[config.mk]
export PLATFORM = sky130hd
export DESIGN_NAME = kc705_rst_sequencer
export DESIGN_NICKNAME = d
export VERILOG_FILES = /design/src/rtl/kc705_rst_sequencer.sv
export SDC_FILE = /design/constraint.sdc
export NUM_CORES = 1
export LEC_CHECK = 0
export ABC_AREA = 1
export BUFFER_PORTS_ARGS = -buffer_cell sky130_fd_sc_hd__buf_2
export CAP_MARGIN = 25
export CORE_MARGIN = 1.5
export CORE_UTILIZATION = 63
export CTS_BUF_LIST = sky130_fd_sc_hd__clkbuf_2 sky130_fd_sc_hd__clkbuf_4 sky130_fd_sc_hd__clkbuf_8
export DETAILED_ROUTE_END_ITERATION = 7
export PLACE_DENSITY = 0.82
export SLEW_MARGIN = 20
export SYNTH_ARGS = -nofsm -noshare
export SYNTH_HDL_FRONTEND = slang
export SYNTH_SLANG_ARGS = --single-unit
[constraint.sdc]
create_clock -name pcie_clk_125MHz -period 2.1 [get_ports pcie_clk_125MHz]
set_clock_uncertainty 0.05 [all_clocks]
set_input_delay 0.105 -clock pcie_clk_125MHz [delete_from_list [all_inputs] [get_ports pcie_clk_125MHz]]
set_output_delay 0.105 -clock pcie_clk_125MHz [all_outputs]
set_load 0.005 [all_outputs]
[src/rtl/kc705_rst_sequencer.sv]
// rtl/kc705_rst_sequencer.sv - staged active-low reset sequencer for the KC705 PCIe 125 MHz domain
//
// Ports:
//   pcie_clk_125MHz  sole clock
//   sys_rst_n        synchronous active-low reset
//   mmcms_locked     asynchronous lock/ready level, double-flop synchronized here
//   soft_rst_req     single-cycle request for a full re-sequence
//   core_rst_n       stage-0 reset (active-low)
//   pcie_user_rst_n  stage-1 reset (active-low)
//   ddr_user_rst_n   stage-2 reset (active-low)
//   seq_done         high while in RUN
//   seq_state        current FSM state code
//   lock_loss_cnt    saturating count of lock losses after qualification

module kc705_rst_sequencer #(
    parameter int LOCK_STABLE_CYCLES = 1024,
    parameter int STAGE_GAP          = 64,
    parameter int CNT_W              = 16
) (
    input  logic       pcie_clk_125MHz,
    input  logic       sys_rst_n,
    input  logic       mmcms_locked,
    input  logic       soft_rst_req,
    output logic       core_rst_n,
    output logic       pcie_user_rst_n,
    output logic       ddr_user_rst_n,
    output logic       seq_done,
    output logic [2:0] seq_state,
    output logic [7:0] lock_loss_cnt
);

    typedef enum logic [2:0] {
        WAIT_LOCK = 3'd0,
        QUALIFY   = 3'd1,
        REL0      = 3'd2,
        REL1      = 3'd3,
        REL2      = 3'd4,
        RUN       = 3'd5
    } state_t;

    localparam logic [CNT_W-1:0] QUAL_END = CNT_W'(LOCK_STABLE_CYCLES);
    // The gap counter starts at 0 on stage entry, so STAGE_GAP edges have
    // elapsed when it reads STAGE_GAP-1.
    localparam logic [CNT_W-1:0] GAP_END  = CNT_W'(STAGE_GAP - 1);

    state_t           state, state_nxt;
    logic             lock_meta, lock_s;
    logic [CNT_W-1:0] qual_cnt, qual_nxt;
    logic [CNT_W-1:0] gap_cnt, gap_nxt;
    logic             core_nxt, pcie_nxt, ddr_nxt, done_nxt;
    logic [7:0]       loss_nxt;
    logic             abort;

    assign abort     = !lock_s || soft_rst_req;
    assign seq_state = state;

    always_ff @(posedge pcie_clk_125MHz) begin
        if (!sys_rst_n) begin
            lock_meta       <= 1'b0;
            lock_s          <= 1'b0;
            state           <= WAIT_LOCK;
            qual_cnt        <= '0;
            gap_cnt         <= '0;
            core_rst_n      <= 1'b0;
            pcie_user_rst_n <= 1'b0;
            ddr_user_rst_n  <= 1'b0;
            seq_done        <= 1'b0;
            lock_loss_cnt   <= 8'd0;
        end else begin
            lock_meta       <= mmcms_locked;
            lock_s          <= lock_meta;
            state           <= state_nxt;
            qual_cnt        <= qual_nxt;
            gap_cnt         <= gap_nxt;
            core_rst_n      <= core_nxt;
            pcie_user_rst_n <= pcie_nxt;
            ddr_user_rst_n  <= ddr_nxt;
            seq_done        <= done_nxt;
            lock_loss_cnt   <= loss_nxt;
        end
    end

    always_comb begin
        state_nxt = state;
        qual_nxt  = qual_cnt;
        gap_nxt   = gap_cnt;
        core_nxt  = core_rst_n;
        pcie_nxt  = pcie_user_rst_n;
        ddr_nxt   = ddr_user_rst_n;
        done_nxt  = seq_done;
        loss_nxt  = lock_loss_cnt;

        case (state)
            WAIT_LOCK: begin
                core_nxt = 1'b0;
                pcie_nxt = 1'b0;
                ddr_nxt  = 1'b0;
                done_nxt = 1'b0;
                qual_nxt = '0;
                gap_nxt  = '0;
                if (lock_s && !soft_rst_req) begin
                    state_nxt = QUALIFY;
                    qual_nxt  = CNT_W'(1);
                end
            end
            QUALIFY: begin
                if (abort) begin
                    // A dropout before qualification is not a lock loss.
                    state_nxt = WAIT_LOCK;
                    qual_nxt  = '0;
                end else if (qual_cnt == QUAL_END) begin
                    state_nxt = REL0;
                    core_nxt  = 1'b1;
                    qual_nxt  = '0;
                    gap_nxt   = '0;
                end else begin
                    qual_nxt = qual_cnt + CNT_W'(1);
                end
            end
            REL0, REL1, REL2, RUN: begin
                if (abort) begin
                    state_nxt = WAIT_LOCK;
                    core_nxt  = 1'b0;
                    pcie_nxt  = 1'b0;
                    ddr_nxt   = 1'b0;
                    done_nxt  = 1'b0;
                    qual_nxt  = '0;
                    gap_nxt   = '0;
                    if (!lock_s && lock_loss_cnt != 8'hFF) begin
                        loss_nxt = lock_loss_cnt + 8'd1;
                    end
                end else if (state != RUN) begin
                    if (gap_cnt == GAP_END) begin
                        gap_nxt = '0;
                        case (state)
                            REL0: begin
                                state_nxt = REL1;
                                pcie_nxt  = 1'b1;
                            end
                            REL1: begin
                                state_nxt = REL2;
                                ddr_nxt   = 1'b1;
                            end
                            default: begin
                                state_nxt = RUN;
                                done_nxt  = 1'b1;
                            end
                        endcase
                    end else begin
                        gap_nxt = gap_cnt + CNT_W'(1);
                    end
                end
            end
            default: begin
                // Codes 6 and 7 are unreachable; fall back to a safe reset state.
                state_nxt = WAIT_LOCK;
                core_nxt  = 1'b0;
                pcie_nxt  = 1'b0;
                ddr_nxt   = 1'b0;
                done_nxt  = 1'b0;
                qual_nxt  = '0;
                gap_nxt   = '0;
            end
        endcase
    end

endmodule

==> results of run 1 <==
-- worst max-delay path, delay by kind of cell (launching register included) --
| family | cells | cell delay, ns |
|---|---|---|
| AND/OR/NAND/NOR | 6 | 0.90 |
| flip-flops | 1 | 0.35 |
| buffers and inverters | 2 | 0.21 |
| adder cells (fa/ha/maj) | 1 | 0.32 |
-- cell usage in the layout, fill, tap and decap left out, drive strengths merged --
cell type    count
clkinv           3
nor3             8
dfxtp           49
nand3           46
nor4             3
a21oi           33
nor2            92
nand4           14
clkbuf           5
a21boi           1
inv             58
ha               7
nand2          114
xnor2            3
buf             26
xor2            11
dlygate4sd3      1
o21ai           10
nand3b           1
o21ba            1
clkinvlp         1
-- state kept, by name, summed over array words and instances (netlist names) --
name and cells:
ddr_user_rst_n 1, core_rst_n 1, gap_cnt 16, seq_done 1, lock_meta 1, lock_s 1, lock_loss_cnt 8, qual_cnt 16
seq_state 3, pcie_user_rst_n 1
-- worst min path at each step --
stage,start,end,slack (ns),cells after the start
3_3_place_gp,mmcms_locked,lock_meta,0.24,3
6_report,sys_rst_n,lock_meta,0.13,3
5_1_grt,sys_rst_n,lock_meta,0.13,3
3_5_place_dp,mmcms_locked,lock_meta,0.25,3
2_1_floorplan,mmcms_locked,lock_meta,0.15,2
4_1_cts,sys_rst_n,lock_meta,0.14,3
-- per-stage QoR --
stage	power [W]	setup WS (ns)	cell area [um2]	util [%]	instances
2_1_floorplan	0.00158	0.177	3010	-	461
3_3_place_gp	0.00172	0.341	3160	70.7	530
3_5_place_dp	0.00174	0.258	3160	70.7	530
4_1_cts	0.00231	0.219	3260	73.0	539
5_1_grt	0.00243	0.0594	3260	73.0	539
6_report	0.00229	0.165	3260	73.0	539
-- logic make-up after synthesis --
kind of cell               Yosys count  share of synthesized area [%]
adders and majority gates            7                           2.91
buffers and inverters               68                           9.51
AOI/OAI and AO/OA                   45                           8.23
and+or+nand+nor                    278                           42.7
xor gates and xnor gates            14                           4.07
DFF                                 49                           32.6
-- layer usage --
layer  vias to the layer above  track usage, %  wire length [um]
li1                       1517               -                 -
met1                      1321            35.0              3070
met2                        87            46.1              3060
met4                         0            10.3                92
met3                         9            5.00               354
met5                         -               0                 0
-- power groups by stage --
| stage | sequential (W) | combinational (W) | clock, W |
|---|---|---|---|
| 2_1_floorplan | 0.00106 | 0.000519 | 0 |
| 3_3_place_gp | 0.00104 | 0.000683 | 0 |
| 3_5_place_dp | 0.00104 | 0.000695 | 0 |
| 4_1_cts | 0.00102 | 0.000701 | 0.000584 |
| 5_1_grt | 0.00103 | 0.000783 | 0.000620 |
| 6_report | 0.00102 | 0.000701 | 0.000570 |
-- what timing repair did --
| action | 4_1_cts | 5_1_grt |
|---|---|---|
| hold buffers | 1 | 0 |
| hold endpoints to repair | 1 | 0 |
| setup buffers | 0 | 0 |
-- layout make-up --
cell class              instances  area [um2]  area share, %
flip-flops and latches         49         981           30.0
repair buffers                 27         160           4.91
clock buffers                   5        68.8           2.11
well taps                      52        65.1           1.99
inverters                      59         224           6.86
multi-input cells             344        1740           53.4
clock inverters                 3        21.3          0.652
==> flow_summary.json, run 1 <==
{
  "status": "finished, final reports clean",
  "synth_top_area_share_pct": 32.6,
  "grt_pass1_vias": 2735,
  "dieArea_mm2": 0.00520,
  "whs_ns": 0.133,
  "p_int_w": 0.00144,
  "drive_above_1_share_pct": 14.2,
  "required_ns": 2.27,
  "finalCriticalPeriod_ns": 1.93,
  "htreeDepth": 2,
  "antenna_found_initial": 0,
  "cts_tree": "built",
  "clock-sinks": 49,
  "cp_common_cell": "nor2_1",
  "cp_slowest_cell": "dfxtp_1",
  "grt_pass1_wl_um": 11600,
  "syn_inst": 461,
  "synth_edf_count": 0,
  "overflow": 0,
  "synth_common_cells": "106 x nand2_1, 76 x nor2_1, 52 x inv_1",
  "cts_root_buf": "clkbuf_8",
  "max_cap_viol_count": 0,
  "pwr-share-clk_pct": 24.9,
  "tightest_slew_ns": 0.348,
  "dpl.hpwl_um": 4830,
  "p_leak_nw": 1.35,
  "die_w_um": 72.1,
  "first_pass_iters": 5,
  "start_kind": "flip-flop",
  "slew_headroom_pct": 76.8,
  "clk_pin_slew_ns": 0.10,
  "routed_wirelength_um": 6580,
  "seq_power_share_pct": 44.5,
  "die_h_um": 72.1,
  "worstSetupEndpoint": "qual_cnt[15]",
  "clockBufferDepth": 2,
  "core_area_mm2": 0.00447,
  "p_comb_share_pct": 30.6,
  "syn2layout_area_growth_pct": 8.39,
  "worst_skew_pair.late_latency_ns": 0.31,
  "finalCritPeriodShare_pct": 92.1,
  "vias": 2934,
  "async_flop_share_pct": 0,
  "slew_viol_final": 0,
  "r2r_slack_ns": 0.17,
  "p_per_area_mw_per_mm2": 702,
  "setup_tns_ns": 0,
  "synth_nets": 472,
  "antenna_cells": 0,
  "synth_area_per_cell_um2": 6.53,
  "peakVddDrop_mv": 0.674,
  "grt_setup_unrepaired": "no",
  "synth_area_mm2": 0.00301,
  "post_cts_resized": 0,
  "n_fill_cell": 370,
  "p_switching_w": 0.000850,
  "crit_chain": "inv_2 > ha_1 > nand2_2 > inv_1 > nor2_1 > nand2_1 > nor2_1 > nor2_1 > nor3_1",
  "pin_count": 19,
  "layout.nets": 497,
  "drc_errors": 0,
  "worst-setup-path-type": "flip-flop to flip-flop",
  "numCtsBuffers": 5,
  "ys_ff_latch": 49,
  "ys_types": 32,
  "track_usage_pct": 27.3,
  "crit_path_start": "seq_state[1]",
  "grt_max_degree": 19,
  "critPathMaxStageDelay_ns": 0.35,
  "synthFlopType": "dfxtp_1",
  "initial_utilization_pct": 67.3,
  "p_sw_share_pct": 37.1,
  "regToRegEndpoint": "qual_cnt[15]",
  "gp_congestion": 0.921,
  "endpoint_kind": "flip-flop",
  "avgViaCountPerCell": 5.44,
  "rows": 24,
  "yosys.area.top_type": "dfxtp_1",
  "r2r_cells": 9,
  "port_buffers": 18,
  "drtIter0Drc": 227,
  "hold_violations": 0,
  "ys_seq_area_share_pct": 32.6,
  "synth_area_leaders": "dfxtp_1 33%, nand2_1 13%, nor2_1 9.5%",
  "r2r-start": "seq_state[1]",
  "synth-warning-count": 0,
  "drt.antenna.violating_nets": 0,
  "setup_viol": 0,
  "wl_per_cell_um": 12.2,
  "min_path_type": "input port to flip-flop",
  "crit_arrival_ns": 2.11,
  "critPathMaxFanout": 7,
  "synth.most_common_cell": "nand2_1",
  "fmax_mhz": 517
}
No activity file was read; power rests on OpenSTA's default activity.
==> run 2: changes to the inputs <==
==> constraint.sdc (replaced) <==
create_clock -name pcie_clk_125MHz -period 2.2 [get_ports pcie_clk_125MHz]
set_clock_uncertainty 0.05 [all_clocks]
set_input_delay 0.11 -clock pcie_clk_125MHz [delete_from_list [all_inputs] [get_ports pcie_clk_125MHz]]
set_output_delay 0.11 -clock pcie_clk_125MHz [all_outputs]
set_load 0.005 [all_outputs]
==> run 2 against run 1 <==
  * Die area unchanged
  * Register-to-register slack improved by 0.12 ns
  * Power increased by 2.1%
  * Wire length decreased by 0.70%
  * Clock-buffer cell count increased by 2
  * Cell count decreased by 0.19%
  * Combinational power decreased by 4.0%
  * Largest power group unchanged
  * Non-clock buffer count decreased by 1
  * Core utilization increased by 0.50 points
  * Clock power increased by 21%
==> flow_summary.json, run 2 (synthesis results as in run 1) <==
{
  "status": "finished, final reports clean",
  "worst_skew_pair.late_latency_ns": 0.30,
  "tightest_slew_ns": 0.577,
  "cts_tree": "built",
  "n_fill_cell": 390,
  "core_area_mm2": 0.00447,
  "slew_headroom_pct": 61.3,
  "grt_max_degree": 20,
  "place_area_mm2": 0.00316,
  "finalCritPeriodShare_pct": 87.0,
  "crit_arrival_ns": 2.06,
  "port_buffers": 18,
  "postLayoutCellArea_mm2": 0.00329,
  "drc_errors": 0,
  "pin_count": 19,
  "start_kind": "flip-flop",
  "rows": 24,
  "seqCellArea_um2": 981,
  "worst-setup-path-type": "flip-flop to flip-flop",
  "track_usage_pct": 27.0,
  "cts_root_buf": "clkbuf_8",
  "hold_violations": 0,
  "clock-sinks": 49,
  "post_cts_buffers": 0,
  "fmax_mhz": 522,
  "holdPathStages": 3,
  "setup_tns_ns": 0,
  "htreeDepth": 2,
  "final_cell_mix": "106 x nand2_1, 76 x nor2_1, 52 x inv_1",
  "drt.antenna.violating_nets": 0,
  "clk_pin_slew_ns": 0.09,
  "final_common_cell": "nand2_1",
  "antenna_found_initial": 0,
  "p_total_w": 0.00234,
  "max_cap_viol_count": 0,
  "dpl.hpwl_um": 4760,
  "gp_congestion": 0.901,
  "min_from": "sys_rst_n",
  "syn2layout_area_growth_pct": 9.14,
  "layout.nets": 496,
  "slew_viol_final": 0,
  "overflow": 0,
  "regToRegEndpoint": "gap_cnt[0]",
  "die_h_um": 72.1,
  "p_per_area_mw_per_mm2": 711,
  "grt_setup_unrepaired": "no",
  "reg.largest.list": "gap_cnt x16, qual_cnt x16, lock_loss_cnt x8",
  "drive_above_1_share_pct": 14.0,
  "grt_pass1_wl_um": 11400,
  "multi_input_area_mm2": 0.00174,
  "hold_path_end": "seq_state[0]",
  "grt_pass1_vias": 2655,
  "die_w_um": 72.1,
  "p_leak_nw": 1.36,
  "min_path_type": "input port to flip-flop",
  "antenna_cells": 0,
  "setup_viol": 0,
  "peakVddDrop_mv": 0.629,
  "clockBufferDepth": 2,
  "wl_per_cell_um": 12.1,
  "drtIter0Drc": 233,
  "dieArea_mm2": 0.00520,
  "initial_utilization_pct": 67.3,
  "r2r_slack_ns": 0.29,
  "endpoint_kind": "flip-flop",
  "finalCriticalPeriod_ns": 1.91,
  "required_ns": 2.35,
  "post_cts_resized": 0,
  "first_pass_iters": 5,
  "numCtsBuffers": 5,
  "routed_wirelength_um": 6530,
  "r2r-start": "seq_state[2]",
  "r2r_cells": 9,
  "vias": 2949,
  "avgViaCountPerCell": 5.48,
  "critPathMaxFanout": 15
}
==> run 2: critical path: stages (launching register included) <==
cell	delay, ns
dfxtp_1	0.36
inv_2	0.07
ha_1	0.31
nand2_2	0.06
inv_1	0.28
nand2_4	0.16
nand2_4	0.20
inv_2	0.13
a21oi_1	0.14
nor2_1	0.04
==> run 2: how the worst max path moves through the flow <==
stage                       startpoint  depth (start not counted)      endpoint
after floorplan           seq_state[2]                          9  qual_cnt[15]
after global placement    seq_state[1]                          9  qual_cnt[12]
after detailed placement  seq_state[2]                          9    gap_cnt[0]
after CTS                 seq_state[2]                          9    gap_cnt[0]
after global routing      seq_state[1]                          9  qual_cnt[12]
final                     seq_state[2]                          9    gap_cnt[0]
==> run 2: layout make-up <==
class	instances	share of cell area (%)
Clock inverter	1	0.914
Tap cell	52	1.98
Clock buffer	7	2.74
Sequential cell	49	29.8
Multi-Input combinational cell	344	53.1
Timing Repair Buffer	26	4.64
Inverter	59	6.81
==> run 2: report_power, final <==
| part | switching (W) | internal (W) |
|---|---|---|
| logic | 0.000457 | 0.000216 |
| clock network | 0.000305 | 0.000383 |
| registers | 0.0000453 | 0.000932 |
| total | 0.000807 | 0.00153 |
==> run 2: through the flow <==
step	std cells	hold WS, ns	worst slack [ns]	utilization (%)
floorplan	461	0.158	0.277	-
global placement	529	0.239	0.318	70.6
detailed placement	529	0.255	0.314	70.6
CTS	538	0.135	0.291	73.5
global route	538	0.155	0.0954	73.5
finish	538	0.144	0.286	73.5
==> run 2: routing by layer <==
layer	up-vias	global-route usage (%)	wire length, um	share of wire (%)
met5	-	0	0	0
met4	0	8.81	75	1.1
met3	8	5.14	324	5.0
met2	78	45.0	2960	45
met1	1344	35.4	3170	49
li1	1519	-	-	-
==> run 2: timing repair <==
action,4_1_cts,5_1_grt
endpoints found under the hold margin,1,0
endpoints found under the setup margin,0,0
hold buffers,1,0
